## src/rtl/instruction_fetch_stage.sv

```systemverilog
// -----------------------------------------------------------------------------
// instruction_fetch_stage
//
// Instruction fetch stage of a 5-stage pipeline. Holds the program counter,
// drives the asynchronous-read instruction memory address, and loads the IF/ID
// pipeline register (instruction, PC+1, valid flag). Fetch stops when the halt
// encoding is fetched. After that, only reset restarts it.
//
// Ports
//   i_clock           : single clock, all state updates on its rising edge
//   i_soft_reset      : asynchronous, active-low reset
//   i_enable_etapa    : debug run/step gate; low freezes every register
//   i_stall           : hazard-unit hold of PC and IF/ID
//   i_branch_control  : PC redirect request (takes priority over stall)
//   i_branch_dir      : redirect target
//   i_instruction     : instruction memory read data at o_addr_mem
//   o_addr_mem        : instruction memory address (the PC register)
//   o_adder_pc        : PC+1 belonging to the IF/ID instruction
//   o_instruction     : IF/ID instruction
//   o_valid           : IF/ID holds a real instruction (0 = bubble)
//   o_halt            : fetch is halted
//   o_cant_fetched    : number of valid instructions latched into IF/ID
// -----------------------------------------------------------------------------
module instruction_fetch_stage #(
    parameter int unsigned CANT_BITS_ADDR        = 11,
    parameter int unsigned CANT_BITS_INSTRUCTION = 32,
    parameter logic [CANT_BITS_INSTRUCTION-1:0] HALT_INSTRUCTION = 32'hFFFF_FFFF,
    parameter int unsigned CANT_BITS_CONTADOR    = 32
) (
    input  logic                             i_clock,
    input  logic                             i_soft_reset,
    input  logic                             i_enable_etapa,
    input  logic                             i_stall,
    input  logic                             i_branch_control,
    input  logic [CANT_BITS_ADDR-1:0]        i_branch_dir,
    input  logic [CANT_BITS_INSTRUCTION-1:0] i_instruction,
    output logic [CANT_BITS_ADDR-1:0]        o_addr_mem,
    output logic [CANT_BITS_ADDR-1:0]        o_adder_pc,
    output logic [CANT_BITS_INSTRUCTION-1:0] o_instruction,
    output logic                             o_valid,
    output logic                             o_halt,
    output logic [CANT_BITS_CONTADOR-1:0]    o_cant_fetched
);

    typedef enum logic [0:0] {
        ST_RUN    = 1'b0,
        ST_HALTED = 1'b1
    } state_t;

    localparam logic [CANT_BITS_ADDR-1:0]        PC_ONE   = {{(CANT_BITS_ADDR-1){1'b0}}, 1'b1};
    localparam logic [CANT_BITS_CONTADOR-1:0]    CNT_ONE  = {{(CANT_BITS_CONTADOR-1){1'b0}}, 1'b1};
    localparam logic [CANT_BITS_ADDR-1:0]        ADDR_ZERO = {CANT_BITS_ADDR{1'b0}};
    localparam logic [CANT_BITS_INSTRUCTION-1:0] INSTR_ZERO = {CANT_BITS_INSTRUCTION{1'b0}};
    localparam logic [CANT_BITS_CONTADOR-1:0]    CNT_ZERO = {CANT_BITS_CONTADOR{1'b0}};

    // Architectural state
    state_t                             state_r;
    logic                               halt_r;
    logic [CANT_BITS_ADDR-1:0]          pc_r;
    logic [CANT_BITS_ADDR-1:0]          adder_pc_r;
    logic [CANT_BITS_INSTRUCTION-1:0]   instr_r;
    logic                               valid_r;
    logic [CANT_BITS_CONTADOR-1:0]      cnt_r;

    // Next-state values
    state_t                             state_nxt_s;
    logic                               halt_nxt_s;
    logic [CANT_BITS_ADDR-1:0]          pc_nxt_s;
    logic [CANT_BITS_ADDR-1:0]          adder_pc_nxt_s;
    logic [CANT_BITS_INSTRUCTION-1:0]   instr_nxt_s;
    logic                               valid_nxt_s;
    logic [CANT_BITS_CONTADOR-1:0]      cnt_nxt_s;

    // PC+1 wraps naturally at the address width
    logic [CANT_BITS_ADDR-1:0]          pc_inc_s;
    logic                               is_halt_s;

    assign pc_inc_s  = pc_r + PC_ONE;
    assign is_halt_s = (i_instruction == HALT_INSTRUCTION);

    // Next-state selection: branch beats stall beats fetch; halted only emits bubbles
    always_comb begin
        state_nxt_s    = state_r;
        pc_nxt_s       = pc_r;
        adder_pc_nxt_s = adder_pc_r;
        instr_nxt_s    = instr_r;
        valid_nxt_s    = valid_r;
        cnt_nxt_s      = cnt_r;

        if (i_enable_etapa) begin
            case (state_r)
                ST_RUN: begin
                    if (i_branch_control) begin
                        // Redirect and flush; a halt fetched on the wrong path is squashed
                        pc_nxt_s    = i_branch_dir;
                        instr_nxt_s = INSTR_ZERO;
                        valid_nxt_s = 1'b0;
                    end else if (i_stall) begin
                        pc_nxt_s    = pc_r;
                        instr_nxt_s = instr_r;
                    end else begin
                        instr_nxt_s    = i_instruction;
                        adder_pc_nxt_s = pc_inc_s;
                        valid_nxt_s    = 1'b1;
                        cnt_nxt_s      = cnt_r + CNT_ONE;
                        if (is_halt_s) begin
                            // PC parks on the halt instruction
                            pc_nxt_s    = pc_r;
                            state_nxt_s = ST_HALTED;
                        end else begin
                            pc_nxt_s    = pc_inc_s;
                            state_nxt_s = ST_RUN;
                        end
                    end
                end
                ST_HALTED: begin
                    instr_nxt_s = INSTR_ZERO;
                    valid_nxt_s = 1'b0;
                end
                default: begin
                    // Corrupted state encoding: stop fetching safely
                    state_nxt_s = ST_HALTED;
                    instr_nxt_s = INSTR_ZERO;
                    valid_nxt_s = 1'b0;
                end
            endcase
        end else begin
            state_nxt_s = state_r;
            pc_nxt_s    = pc_r;
        end

        halt_nxt_s = (state_nxt_s == ST_HALTED);
    end

    // State and IF/ID registers with asynchronous active-low reset
    always_ff @(posedge i_clock or negedge i_soft_reset) begin
        if (!i_soft_reset) begin
            state_r    <= ST_RUN;
            halt_r     <= 1'b0;
            pc_r       <= ADDR_ZERO;
            adder_pc_r <= ADDR_ZERO;
            instr_r    <= INSTR_ZERO;
            valid_r    <= 1'b0;
            cnt_r      <= CNT_ZERO;
        end else begin
            state_r    <= state_nxt_s;
            halt_r     <= halt_nxt_s;
            pc_r       <= pc_nxt_s;
            adder_pc_r <= adder_pc_nxt_s;
            instr_r    <= instr_nxt_s;
            valid_r    <= valid_nxt_s;
            cnt_r      <= cnt_nxt_s;
        end
    end

    assign o_addr_mem     = pc_r;
    assign o_adder_pc     = adder_pc_r;
    assign o_instruction  = instr_r;
    assign o_valid        = valid_r;
    assign o_halt         = halt_r;
    assign o_cant_fetched = cnt_r;

endmodule

```

## config.mk

```make
export PLATFORM = sky130hd
export DESIGN_NAME = instruction_fetch_stage
export DESIGN_NICKNAME = d
export VERILOG_FILES = /design/src/rtl/instruction_fetch_stage.sv
export SDC_FILE = /design/constraint.sdc
export NUM_CORES = 1
export LEC_CHECK = 0
export ABC_AREA = 1
export ABC_CLOCK_PERIOD_IN_PS = 2500
export CAP_MARGIN = 30
export CORE_UTILIZATION = 50
export DETAILED_ROUTE_END_ITERATION = 12
export GPL_ROUTABILITY_DRIVEN = 0
export PLACE_DENSITY = 0.85
export SYNTH_ARGS = -nofsm -noshare
export SYNTH_HDL_FRONTEND = slang
export SYNTH_SLANG_ARGS = --single-unit
export TNS_END_PERCENT = 10
```

## constraint.sdc

```tcl
create_clock -name i_clock -period 2.5 [get_ports i_clock]
set_input_delay 0.75 -clock i_clock [delete_from_list [all_inputs] [get_ports i_clock]]
set_output_delay 0.75 -clock i_clock [all_outputs]
set_load 0.02 [all_outputs]
```

==> flow_summary.html <==
<table>
<tr><th>Metric</th><th>Value</th></tr>
<tr><th colspan="2">Clock tree</th></tr>
<tr><td>Root buffer selected by CTS</td><td>sky130_fd_sc_hd__clkbuf_8</td></tr>
<tr><td>Post-cts gate resize count</td><td>0</td></tr>
<tr><td>Clock latency of the later-clocked register in the worst-skew pair</td><td>between 0.3 and 0.4 ns</td></tr>
<tr><td>Maximum level of the CTS H-tree</td><td>3</td></tr>
<tr><td>Maximum count of clock buffers along a single path</td><td>2</td></tr>
<tr><td>Clock transition time at the flip-flop clock pins of the worst setup and hold paths</td><td>about 0.10 ns</td></tr>
<tr><td>CTS tree</td><td>built</td></tr>
<tr><td>Count of hold buffers inserted by post-cts repair</td><td>0</td></tr>
<tr><td>CTS Sinks</td><td>between 80 and 90</td></tr>
<tr><td>Post-CTS Setup Inserts</td><td>0</td></tr>
<tr><td>Number of buffers created by CTS</td><td>9</td></tr>
<tr><th colspan="2">Route</th></tr>
<tr><td>Remaining antenna violation count after routing</td><td>0</td></tr>
<tr><td>DR iter-0 viols</td><td>about 230</td></tr>
<tr><td>Via count</td><td>slightly above 4,000</td></tr>
<tr><td>Average wire per cell in the routed design</td><td>~16 µm</td></tr>
<tr><td>Detail-routed via count per cell</td><td>5.416</td></tr>
<tr><td>Total Wirelength</td><td>12,020 µm</td></tr>
<tr><td>Post-detailed-route DRC marker count</td><td>0</td></tr>
<tr><td>Number of iterations in the first detailed-routing pass</td><td>5</td></tr>
<tr><th colspan="2">Timing</th></tr>
<tr><td>Unrepaired setup endpoints after global routing</td><td>no</td></tr>
<tr><td>Final clock period utilization by the worst path</td><td>89.94%</td></tr>
<tr><td>Worst Skew</td><td>approximately 0.017 ns</td></tr>
<tr><td>Transition time of the tightest slew-check pin</td><td>around 0.50 ns</td></tr>
<tr><td>Final setup TNS</td><td>0 ns</td></tr>
<tr><td>Final min period</td><td>between 2 and 2.5 ns</td></tr>
<tr><td>Worst Hold Slack</td><td>between 0.3 and 0.4 ns</td></tr>
<tr><td>Final Slew Violations</td><td>0</td></tr>
<tr><td>Final setup violation count</td><td>0</td></tr>
<tr><td>Max Freq</td><td>between 400 and 500 MHz</td></tr>
<tr><td>Total count of hold-check failures in the final report</td><td>0</td></tr>
<tr><td>Relative slew slack</td><td>about two thirds</td></tr>
<tr><th colspan="2">Yosys</th></tr>
<tr><td>Asr flop ratio synth</td><td>100.0%</td></tr>
<tr><td>Cells after Synth</td><td>a little over 500</td></tr>
<tr><td>EDFF count, synth</td><td>0</td></tr>
<tr><td>Area share of the largest cell type after synthesis</td><td>50.98%</td></tr>
<tr><td>Post-Synthesis Mean Instance Area</td><td>roughly 8.4 µm²</td></tr>
<tr><td>Syn nets</td><td>around 570</td></tr>
<tr><td>Synth area leaders</td><td>sky130_fd_sc_hd__dfrtp_1 (51%), sky130_fd_sc_hd__nand2_1 (17%), sky130_fd_sc_hd__a22o_1 (6.5%), sky130_fd_sc_hd__nor2_1 (4.3%), sky130_fd_sc_hd__nand3_1 (3.4%)</td></tr>
<tr><td>Most frequent cell after synthesis</td><td>sky130_fd_sc_hd__nand2_1</td></tr>
<tr><td>Portion of the post-synthesis area used by sequential elements</td><td>around half</td></tr>
<tr><td>Number of flip-flops and latches in the synthesized netlist</td><td>between 80 and 90</td></tr>
<tr><td>Cell taking the most area after synthesis</td><td>sky130_fd_sc_hd__dfrtp_1</td></tr>
<tr><td>Commonest cells post-synth</td><td>sky130_fd_sc_hd__nand2_1 (201), sky130_fd_sc_hd__dfrtp_1 (88), sky130_fd_sc_hd__nor2_1 (50)</td></tr>
<tr><td>Number of distinct library cells after synthesis</td><td>27</td></tr>
<tr><td>Synth Flop Type</td><td>sky130_fd_sc_hd__dfrtp_1</td></tr>
<tr><td>Ys Warns</td><td>0</td></tr>
<tr><td>Area of the mapped netlist</td><td>between 4000 and 5000 µm²</td></tr>
<tr><th colspan="2">Power and ir drop</th></tr>
<tr><td>Worst voltage drop across the vdd grid</td><td>about 280 µV</td></tr>
<tr><td>Relative contribution of sequential cells to total power</td><td>53.7%</td></tr>
<tr><td>Switching fraction of total power</td><td>23.79%</td></tr>
<tr><td>Internal power of the cells</td><td>approximately 0.0021 W</td></tr>
<tr><td>Relative contribution of combinational cells to total power</td><td>under 10%</td></tr>
<tr><td>Power density cells</td><td>around 450 nW/µm²</td></tr>
<tr><td>Clock Power Share</td><td>a little under two fifths</td></tr>
<tr><td>Leakage power</td><td>between 2 and 3 nW</td></tr>
<tr><td>Total design power</td><td>about 0.0027 W</td></tr>
<tr><td>Power spent charging and discharging nets</td><td>0.0006458 W</td></tr>
<tr><th colspan="2">Die</th></tr>
<tr><td>Die area</td><td>~9000 µm²</td></tr>
<tr><td>Die height</td><td>94.94 µm</td></tr>
<tr><td>Die X-Extent</td><td>about 95 µm</td></tr>
<tr><td>Count of boundary I/O pins</td><td>roughly 140</td></tr>
<tr><td>Starting density of the core</td><td>between 50% and 60%</td></tr>
<tr><td>Rows</td><td>33</td></tr>
<tr><td>Area of the core</td><td>approximately 8300 µm²</td></tr>
<tr><th colspan="2">Job</th></tr>
<tr><td>Max-Cap Viols</td><td>0</td></tr>
<tr><th colspan="2">Global route</th></tr>
<tr><td>Remaining global-route overflow</td><td>0</td></tr>
<tr><td>Pin count of the biggest net entering global routing</td><td>52</td></tr>
<tr><td>Via count of the first global-routing pass</td><td>between 4,000 and 5,000</td></tr>
<tr><td>Initial antenna violation count</td><td>0</td></tr>
<tr><td>Total global routing track utilization</td><td>between 20 and 30%</td></tr>
<tr><td>Global-route wire length before repair</td><td>19,980 µm</td></tr>
<tr><th colspan="2">Critical path</th></tr>
<tr><td>Crit-path max cell delay</td><td>between 0.6 and 0.7 ns</td></tr>
<tr><td>Cell breakdown of the critical path</td><td>clkdlybuf4s50_1</td></tr>
<tr><td>Highest-delay cell along the critical path</td><td>sky130_fd_sc_hd__clkdlybuf4s50_1</td></tr>
<tr><td>Nature of the critical path startpoint</td><td>flip-flop</td></tr>
<tr><td>CP Data Required Time</td><td>~1.8 ns</td></tr>
<tr><td>Total buffers and inverters traversed by the critical path</td><td>1</td></tr>
<tr><td>Critical Path End Type</td><td>primary output</td></tr>
<tr><td>Family with the most delay on the worst path</td><td>buffers and inverters</td></tr>
<tr><td>Maximum fanout count along the critical path</td><td>6</td></tr>
<tr><td>Critical path data arrival time</td><td>~1.5 ns</td></tr>
<tr><td>Worst setup path class</td><td>reg2out</td></tr>
<tr><th colspan="2">Placement</th></tr>
<tr><td>Estimated wirelength of the detail-placed design</td><td>between 8000 and 9000 µm</td></tr>
<tr><td>Number of buffers added on ports</td><td>135</td></tr>
<tr><th colspan="2">Final layout</th></tr>
<tr><td>Area grow syn2layout</td><td>39.37%</td></tr>
<tr><td>Ratio of cells with drive above 1 in the final layout</td><td>6.667%</td></tr>
<tr><td>Count of filler cells inserted in the layout</td><td>620</td></tr>
<tr><td>Multi-input logic area</td><td>between 1500 and 2000 µm²</td></tr>
<tr><td>Combined flip-flop and latch cell area</td><td>between 2000 and 2500 µm²</td></tr>
<tr><td>Antenna diode count</td><td>0</td></tr>
<tr><td>Number of nets in the finished design</td><td>between 700 and 800</td></tr>
<tr><th colspan="2">Status</th></tr>
<tr><td>Status</td><td>completed</td></tr>
<tr><th colspan="2">Hold path</th></tr>
<tr><td>Type of the most critical hold path</td><td>in2async</td></tr>
</table>
-- power groups by stage --
stage	logic (W)	clock network (W)	registers (W)
global route	0.000258	0.00109	0.00146
finish	0.000235	0.00102	0.00146
floorplan	0.0000547	0	0.00150
global placement	0.000230	0	0.00148
CTS	0.000236	0.00104	0.00146
detailed placement	0.000235	0	0.00148
-- final cells by class --
type	count	share of cell area [%]
sequential	88	36.58
multi-input combinational	388	32.32
timing repair buffer	144	23.95
clock buffer	11	2.515
tap	105	2.182
inverter	25	1.559
clock inverter	4	0.8938
-- cell families (layout without fill, tap and decap cells) --
logic type / after synthesis / count (layout) / synth area share, %
buffers and inverters: 40 / 184 / 3.969
AND/OR/NAND/NOR: 316 / 316 / 31.14
AO/OA/AOI/OAI: 45 / 45 / 8.256
XOR/XNOR: 25 / 25 / 5.070
adder cells (fa/ha/maj): 2 / 2 / 0.5793
flip-flops: 88 / 88 / 50.98
-- layer usage --
layer	global-route usage, %	vias to the layer above	wire, µm
met5	0	-	0
met4	11.24	0	326
met3	4.750	34	785
met2	48.68	187	6045
met1	37.42	1974	4864
li1	-	1948	-
-- cell usage in the layout, fill, tap and decap left out, types with 6 or more instances in the layout --
master                            synthesis  layout
sky130_fd_sc_hd__dfrtp_1                 88      88
sky130_fd_sc_hd__nand3_1                 29      29
sky130_fd_sc_hd__nand2_1                201     201
sky130_fd_sc_hd__nand3b_1                 9       9
sky130_fd_sc_hd__xor2_1                  12      12
sky130_fd_sc_hd__nor2_2                   8       8
sky130_fd_sc_hd__inv_1                   22      22
sky130_fd_sc_hd__clkbuf_8                 0      11
sky130_fd_sc_hd__a22o_1                  32      32
sky130_fd_sc_hd__buf_4                    3       8
sky130_fd_sc_hd__xnor2_1                 13      13
sky130_fd_sc_hd__nor2_1                  50      50
sky130_fd_sc_hd__clkdlybuf4s50_1          0     134
sky130_fd_sc_hd__o21ai_0                  8       8
sky130_fd_sc_hd__nand4_1                  6       6
-- stage by stage --
stage / instances / area [µm²] / worst slack (ns) / utilization, %
2_1_floorplan: 516 / 4319 / 0.7275 / -
3_3_place_gp: 750 / 5814 / 0.1806 / 70.06
3_5_place_dp: 750 / 5814 / 0.06726 / 70.06
4_1_cts: 765 / 6020 / 0.2588 / 72.53
5_1_grt: 765 / 6020 / 0.1912 / 72.53
6_report: 765 / 6020 / 0.2516 / 72.53
-- flip-flops by register name (all words and copies together), names as in the netlist --
register	flops
o_cant_fetched	32
o_valid	1
o_adder_pc	11
o_addr_mem	11
o_halt	1
o_instruction	32
-- final timing paths --
check	startpoint	endpoint	slack, ns	depth (start not counted)
max	o_cant_fetched[24]	o_cant_fetched[24]	0.25	1
min	i_soft_reset	o_instruction[25]	0.34	1
max reg2reg	o_cant_fetched[0]	o_cant_fetched[26]	0.75	10
min reg2reg	o_adder_pc[1]	o_adder_pc[1]	0.49	2
max in group asynchronous	i_soft_reset	o_cant_fetched[30]	1.50	2
min in group i_clock	o_adder_pc[1]	o_adder_pc[1]	0.49	2
No activity file was read; power rests on OpenSTA's default activity.
